[config.mk]
export PLATFORM = sky130hd
export DESIGN_NAME = mem_arbiter_6502
export DESIGN_NICKNAME = d
export VERILOG_FILES = /design/src/rtl/mem_arbiter_6502.sv
export SDC_FILE = /design/constraint.sdc
export NUM_CORES = 1
export LEC_CHECK = 0
export BUFFER_PORTS_ARGS = -buffer_cell sky130_fd_sc_hd__buf_4
export CORE_MARGIN = 8
export CORE_UTILIZATION = 35
export CTS_CLUSTER_SIZE = 28
export DETAILED_ROUTE_END_ITERATION = 10
export GPL_TIMING_DRIVEN = 0
export PLACE_DENSITY = 0.73
export SYNTH_ARGS = -nofsm -noshare
export SYNTH_HDL_FRONTEND = slang
export SYNTH_SLANG_ARGS = --single-unit
[constraint.sdc]
create_clock -name clk -period 1.5 [get_ports clk]
set_input_delay 0.075 -clock clk [delete_from_list [all_inputs] [get_ports clk]]
set_output_delay 0.075 -clock clk [all_outputs]
set_load 0.005 [all_outputs]
[src/rtl/mem_arbiter_6502.sv]
// -----------------------------------------------------------------------------
// mem_arbiter_6502
// Shares one single-port synchronous RAM between the 6502 CPU and a DMA
// requester. The CPU owns the RAM by default. DMA takes the bus whenever it
// requests, but after DMA_MAX_BURST back-to-back DMA cycles the CPU is given
// one access slot. The CPU is stalled through cpu_rdy while DMA owns the RAM.
//
// Ports:
//   clk, reset        : system clock, asynchronous active-low reset
//   cpu_addr/dout/we  : CPU access request; cpu_din/cpu_rdy back to the core
//   dma_req/addr/wdata/we : DMA access request (one access per cycle)
//   dma_gnt           : DMA owns the RAM this cycle (combinational)
//   dma_ack/dma_rdata : previous-cycle DMA access completed / its read data
//   mem_addr/wdata/we : RAM port, mem_rdata returns one cycle later
// -----------------------------------------------------------------------------
module mem_arbiter_6502 #(
    parameter int AW            = 16,
    parameter int DW            = 8,
    parameter int DMA_MAX_BURST = 4
) (
    input  logic          clk,
    input  logic          reset,
    input  logic [AW-1:0] cpu_addr,
    input  logic [DW-1:0] cpu_dout,
    input  logic          cpu_we,
    output logic [DW-1:0] cpu_din,
    output logic          cpu_rdy,
    input  logic          dma_req,
    input  logic [AW-1:0] dma_addr,
    input  logic [DW-1:0] dma_wdata,
    input  logic          dma_we,
    output logic          dma_gnt,
    output logic          dma_ack,
    output logic [DW-1:0] dma_rdata,
    output logic [AW-1:0] mem_addr,
    output logic [DW-1:0] mem_wdata,
    output logic          mem_we,
    input  logic [DW-1:0] mem_rdata
);

    localparam logic [7:0] BURST_LIMIT = 8'(DMA_MAX_BURST);

    logic [7:0]    burst_cnt_r;
    logic          owner_q_r;
    logic          dma_ack_r;
    logic [DW-1:0] dma_rdata_r;
    logic [DW-1:0] cpu_hold_r;
    logic          dma_gnt_s;

    // Grant decision; reset low forces the CPU onto the bus at once.
    always_comb begin
        dma_gnt_s = 1'b0;
        if (!reset) begin
            dma_gnt_s = 1'b0;
        end else if (dma_req && (burst_cnt_r < BURST_LIMIT)) begin
            dma_gnt_s = 1'b1;
        end else begin
            dma_gnt_s = 1'b0;
        end
    end

    // RAM port mux; only the granted master's write enable reaches the RAM.
    always_comb begin
        mem_addr  = cpu_addr;
        mem_wdata = cpu_dout;
        mem_we    = 1'b0;
        if (dma_gnt_s) begin
            mem_addr  = dma_addr;
            mem_wdata = dma_wdata;
            mem_we    = dma_we;
        end else if (reset) begin
            mem_addr  = cpu_addr;
            mem_wdata = cpu_dout;
            mem_we    = cpu_we;
        end else begin
            mem_addr  = cpu_addr;
            mem_wdata = cpu_dout;
            mem_we    = 1'b0;
        end
    end

    // Read-data steering: the RAM answers for last cycle's owner, the other
    // master sees its holding register so its data does not move.
    always_comb begin
        cpu_din   = mem_rdata;
        dma_rdata = dma_rdata_r;
        if (owner_q_r) begin
            cpu_din   = cpu_hold_r;
            dma_rdata = mem_rdata;
        end else begin
            cpu_din   = mem_rdata;
            dma_rdata = dma_rdata_r;
        end
    end

    assign dma_gnt = dma_gnt_s;
    assign cpu_rdy = ~dma_gnt_s;
    assign dma_ack = dma_ack_r;

    // Burst counter: counts consecutive grants; any non-DMA cycle restarts it.
    // The grant stops at BURST_LIMIT, so the count never passes it.
    always_ff @(posedge clk or negedge reset) begin
        if (!reset) begin
            burst_cnt_r <= 8'd0;
        end else if (dma_gnt_s) begin
            burst_cnt_r <= burst_cnt_r + 8'd1;
        end else begin
            burst_cnt_r <= 8'd0;
        end
    end

    // Ownership of the in-flight RAM read and the DMA completion strobe.
    always_ff @(posedge clk or negedge reset) begin
        if (!reset) begin
            owner_q_r <= 1'b0;
            dma_ack_r <= 1'b0;
        end else begin
            owner_q_r <= dma_gnt_s;
            dma_ack_r <= dma_gnt_s;
        end
    end

    // Holding registers: each captures RAM data while its master owns the read.
    always_ff @(posedge clk or negedge reset) begin
        if (!reset) begin
            dma_rdata_r <= '0;
            cpu_hold_r  <= '0;
        end else if (owner_q_r) begin
            dma_rdata_r <= mem_rdata;
        end else begin
            cpu_hold_r  <= mem_rdata;
        end
    end

endmodule

==> impl_metrics.json, run 1 <==
{
  "hold_viol_final": 0,
  "worstPathMaxFanout": 10,
  "grt_pass1_wl_mm": 6.42,
  "syn_to_final_growth_pct": 77.8,
  "slew_viol_final": 0,
  "synth_most_common_cell": "dfrtp_1",
  "fillCellCount": 307,
  "synth_seq_area_share": 0.482,
  "drt_first_iter_violations": 6,
  "wl_mm": 4.22,
  "cp_data_required_time_ns": 1.42,
  "timing.setup.tns_ns": -7.61,
  "worst_slack_ns": -0.314,
  "cp-start-kind": "flip-flop",
  "drv_cap": 0,
  "final_area_um2": 2310,
  "grt_max_degree": 26,
  "fp.dieH_um": 76.9,
  "drive_above_1_share": 0.805,
  "cts_buffer_depth": 2,
  "io_buffers": 104,
  "dp_hpwl_mm": 3.46,
  "crit_type": "reg2out",
  "worst_setup_path_end_kind": "output pin",
  "power.density_nw_per_um2": 655,
  "cts_sinks": 25,
  "fin_crit_sh": 1.21,
  "dpl-instance-area_um2": 2150,
  "track_usage": 0.130,
  "ios": 105,
  "fmax_mhz": 551,
  "synth_top_family_by_area": "multiplexers",
  "clkSlewWorstSetupHoldPaths_ns": 0.08,
  "synth_xor_area_frac": 0.00674,
  "synth_area_leader_cell": "dfrtp_1",
  "viasPerCell": 4.48,
  "cts_tree": "yes",
  "dr.pass1.iters": 4,
  "synth_compound_area_frac": 0,
  "start_util": 0.360,
  "vias": 1112,
  "gr-total-overflow": 0,
  "post-route-util": 0.641,
  "wl_per_cell_um": 17.0,
  "grt_pass1_vias": 1243,
  "htreeDepth": 1,
  "cts_buffers": 3,
  "ff_latch_area_um2": 629,
  "n_antenna_cell": 0,
  "power.leakage_nw": 1.27,
  "synth_ff_type": "dfrtp_1",
  "synthTopCellsByArea": "dfrtp_1 (48%), mux2_4 (28%), mux2_2 (14%)",
  "status": "finished with violations",
  "synth_fa_ha_area_frac": 0.00963,
  "insertion_delay_ns": 0.26,
  "multiInputGateArea_um2": 653,
  "synth_area_per_cell_um2": 15.5,
  "cts-root-buf": "clkbuf_8",
  "gp_congestion": 0.714,
  "clock_skew_ns": 0.00147,
  "synth_top_area_share": 0.482,
  "die_x_um": 76.9,
  "syn_inst": 84,
  "min_period_ns": 1.81,
  "synth_edf_count": 0,
  "rsz0062_at_grt": "true",
  "drtAntennaViolNets": 0,
  "failed_checks": "negative setup slack",
  "antenna_found_initial": 0,
  "synth_cell_types": 15,
  "total_power_mw": 1.51,
  "ys_ff_latch": 25,
  "drc": 0,
  "syn-cell-area_um2": 1300,
  "ys_async_sr_fraction": 1.00,
  "arrival_ns": 1.74,
  "synth-warning-count": 0,
  "rr_worst_depth": 6,
  "synthMuxAreaShare": 0.424,
  "finalSetupViolCount": 27,
  "die_area_um2": 5920,
  "core_um2": 3610,
  "final_nets": 263,
  "ir_drop_mv": 0.574,
  "min_path_cells": 2,
  "rows": 22,
  "synthTopCellsByCount": "dfrtp_1 (25), mux2_4 (24), mux2_2 (16)",
  "hp-class": "in2reg",
  "synthSimpleGateAreaFrac": 0.0337
}
## power by group
part           leakage [nW]  internal (mW)  switching [mW]  total (mW)
registers             0.312          0.719          0.0145       0.733
clock network        0.0228          0.189           0.191       0.380
logic                 0.932          0.278           0.122       0.400
## repair_timing
action / in CTS / in global routing
setup buffers: 4 / 0
hold buffers: 2 / 0
resized for setup: 11 / 6
pin swaps: 0 / 1
hold endpoints to repair: 25 / 0
endpoints found under the setup margin: 43 / 46
cloned: 0 / 0
## layout make-up
cell class | count | area share
flip-flops and latches | 25 | 0.272
clock buffers | 4 | 0.0195
plain buffers | 3 | 0.0146
well taps | 48 | 0.0260
repair buffers | 110 | 0.379
multi-input cells | 55 | 0.283
inverters | 3 | 0.00596
## flip-flops by register name, indices dropped and copies added, names as in the netlist
name	cells
burst_cnt_r	8
cpu_hold_r	8
dma_rdata_r	8
dma_ack	1
## routing by layer
metal	global-route usage	routed length [µm]	up-vias
met1	0.158	1710	516
met4	0.0173	0	0
met2	0.217	1960	79
met3	0.0501	551	0
met5	0	0	-
li1	-	-	517
## path summary, 6_finish.rpt
path                                 from             end  slack [ns]
min in group asynchronous           reset   cpu_hold_r[1]        0.38
min reg2reg                burst_cnt_r[0]  burst_cnt_r[0]        0.45
max                        burst_cnt_r[4]    mem_addr[10]       -0.31
max in group asynchronous           reset         dma_ack        0.96
max reg2reg                burst_cnt_r[4]  burst_cnt_r[2]        0.08
min                          mem_rdata[7]  dma_rdata_r[7]        0.07
## kinds of logic (layout without fill, tap and decap cells)
group | after synthesis | in the layout
mux | 41 | 41
flops | 25 | 25
buf+inv | 8 | 120
simple gates | 7 | 7
fa+ha+maj | 1 | 1
other cells | 1 | 5
xor+xnor | 1 | 1
## metrics by stage
step | std cells | hold slack (ns) | setup slack (ns)
final | 248 | 0.0717 | -0.314
after global routing | 248 | 0.0728 | -0.433
after CTS | 248 | 0.0660 | -0.352
after detailed placement | 240 | 0.00561 | -0.0673
after global placement | 240 | -0.00385 | -0.0510
after floorplan | 88 | -0.221 | 0.130
## layout by cell type, fill, tap and decap left out, types with 2 or more instances in the layout
master,instances
dfrtp_1,24
buf_4,99
inv_1,2
conb_1,5
nor2_1,2
mux2_4,24
clkbuf_8,3
mux2_2,16
buf_6,12
## critical path, cell delays in order (launching register included)
cell,delay [ns]
dfrtp_1,0.40
nor4_4,0.27
nand4_2,0.17
buf_6,0.20
mux2_4,0.31
buf_4,0.14
Power figures use the tool's default switching activity.
==> inputs of run 2 (changes only) <==
--- a/config.mk
+++ b/config.mk
@@ -6,12 +6,15 @@
 export NUM_CORES = 1
 export LEC_CHECK = 0
 export BUFFER_PORTS_ARGS = -buffer_cell sky130_fd_sc_hd__buf_4
+export CAP_MARGIN = 20
+export CORE_ASPECT_RATIO = 0.7
 export CORE_MARGIN = 8
 export CORE_UTILIZATION = 35
 export CTS_CLUSTER_SIZE = 28
 export DETAILED_ROUTE_END_ITERATION = 10
 export GPL_TIMING_DRIVEN = 0
 export PLACE_DENSITY = 0.73
+export REMOVE_ABC_BUFFERS = 1
 export SYNTH_ARGS = -nofsm -noshare
 export SYNTH_HDL_FRONTEND = slang
 export SYNTH_SLANG_ARGS = --single-unit
==> impl_metrics.json, run 2 (synthesis results as in run 1) <==
{
  "htreeDepth": 1,
  "n_antenna_cell": 0,
  "cp_data_required_time_ns": 1.42,
  "failed_checks": "negative setup slack",
  "io_buffers": 104,
  "rr_worst_depth": 4,
  "ir_drop_mv": 0.603,
  "grt_pass1_vias": 1192,
  "arrival_ns": 1.74,
  "fp.dieH_um": 67.0,
  "drtAntennaViolNets": 0,
  "wl_mm": 4.28,
  "hold_viol_final": 0,
  "wl_per_cell_um": 17.5,
  "die_x_um": 88.8,
  "grt_pass1_wl_mm": 6.13,
  "cts_sinks": 25,
  "drive_above_1_share": 0.785,
  "cts_tree": "yes",
  "worst_setup_path_end_kind": "output pin",
  "timing.setup.tns_ns": -7.61,
  "min_period_ns": 1.82,
  "cts_buffer_depth": 2,
  "cts-root-buf": "clkbuf_8",
  "final_common_cell": "buf_4",
  "fmax_mhz": 550,
  "worstPathMaxFanout": 22,
  "viasPerCell": 4.22,
  "crit_chain": "nor4_4, nand4_4, buf_12, mux2_4, buf_6",
  "clock_skew_ns": 0.00122,
  "layout_common_cells": "buf_4 (85), mux2_4 (24), dfrtp_1 (24)",
  "r2r_end": "burst_cnt_r[2]",
  "crit_slowest_cell": "dfrtp_1",
  "finalSetupViolCount": 27,
  "grt_max_degree": 26,
  "cts_buffers": 3,
  "start_util": 0.367,
  "gr-total-overflow": 0,
  "r2r-start": "burst_cnt_r[4]",
  "worst_slack_ns": -0.318,
  "core_um2": 3540,
  "largest_registers": "burst_cnt_r x8, cpu_hold_r x8, dma_rdata_r x8",
  "reg2reg_slack_ns": 0.29,
  "rows": 18,
  "drc": 0,
  "slew_headroom": 0.608,
  "worstMarginPinSlew_ns": 0.585,
  "antenna_found_initial": 0,
  "power.density_nw_per_um2": 662,
  "syn_to_final_growth_pct": 77.7,
  "cp_num_buf_inv": 2,
  "cp.depth": 5,
  "cp-start-kind": "flip-flop",
  "total_power_mw": 1.53,
  "status": "finished with violations",
  "fin_crit_sh": 1.21,
  "crit_start": "burst_cnt_r[4]",
  "hp-class": "in2reg",
  "clkSlewWorstSetupHoldPaths_ns": 0.08,
  "crit_end": "mem_addr[14]",
  "drt_first_iter_violations": 12,
  "rsz0062_at_grt": "true",
  "slew_viol_final": 0,
  "final_nets": 258,
  "die_area_um2": 5950,
  "gp_congestion": 0.671,
  "track_usage": 0.136,
  "crit_type": "reg2out",
  "slowest_delay_ns": 0.40,
  "insertion_delay_ns": 0.26,
  "crit_family": "simple AND/OR/NAND/NOR gates",
  "power.leakage_nw": 1.26,
  "dr.pass1.iters": 4,
  "vias": 1034,
  "ios": 105,
  "drv_cap": 0
}
## run 2: worst min-delay path by stage
stage,from,end,slack [ns],depth (start not counted)
final,mem_rdata[3],dma_rdata_r[3],0.07,2
after global routing,mem_rdata[5],dma_rdata_r[5],0.07,2
after CTS,mem_rdata[5],cpu_hold_r[5],0.07,2
after detailed placement,reset,cpu_hold_r[5],0.002,1
after global placement,reset,cpu_hold_r[5],-0.008,1
after floorplan,reset,burst_cnt_r[0],-0.22,0
## run 2: metal layers
metal	vias up	track usage	part of all wire
met5	-	0	0
met4	0	0.0461	0.014
met3	6	0.0221	0.022
met2	17	0.278	0.64
met1	504	0.133	0.32
li1	507	-	-
## run 2: cell type report
class / count / area [µm²]
Timing Repair Buffer: 108 / 908
Sequential cell: 25 / 629
Inverter: 3 / 11.3
Multi-Input combinational cell: 55 / 652
Clock buffer: 4 / 45.0
Fill cell: 295 / 1230
Tap cell: 50 / 62.6
## run 2: what timing repair did
| item | 4_1_cts | 5_1_grt |
|---|---|---|
| pin swaps | 1 | 0 |
| setup buffers | 1 | 0 |
| hold endpoints to repair | 25 | 0 |
| cloned | 0 | 0 |
| hold buffers | 1 | 0 |
| resized for setup | 23 | 1 |
| setup endpoints to repair | 43 | 43 |
## run 2: power by group
group | internal [mW] | switching, mW
registers | 0.719 | 0.0145
logic | 0.290 | 0.132
clock network | 0.189 | 0.183
total | 1.20 | 0.329
## run 2: per-stage QoR
stage	cell area, µm²	worst slack, ns	util	cells	hold slack [ns]
6_report	2310	-0.318	0.653	245	0.0733
5_1_grt	2310	-0.377	0.653	245	0.0668
4_1_cts	2290	-0.335	0.648	244	0.0663
3_5_place_dp	2130	-0.346	0.604	238	0.00154
3_3_place_gp	2110	-0.964	0.598	237	-0.00793
2_1_floorplan	1270	-0.612	-	83	-0.221
## run 2: worst register-to-register path: cells and delay by family (launching register included)
| family | cells | cell delay (ns) |
|---|---|---|
| flip-flops | 1 | 0.40 |
| AND/OR/NAND/NOR | 3 | 0.54 |
| buffers and inverters | 1 | 0.20 |
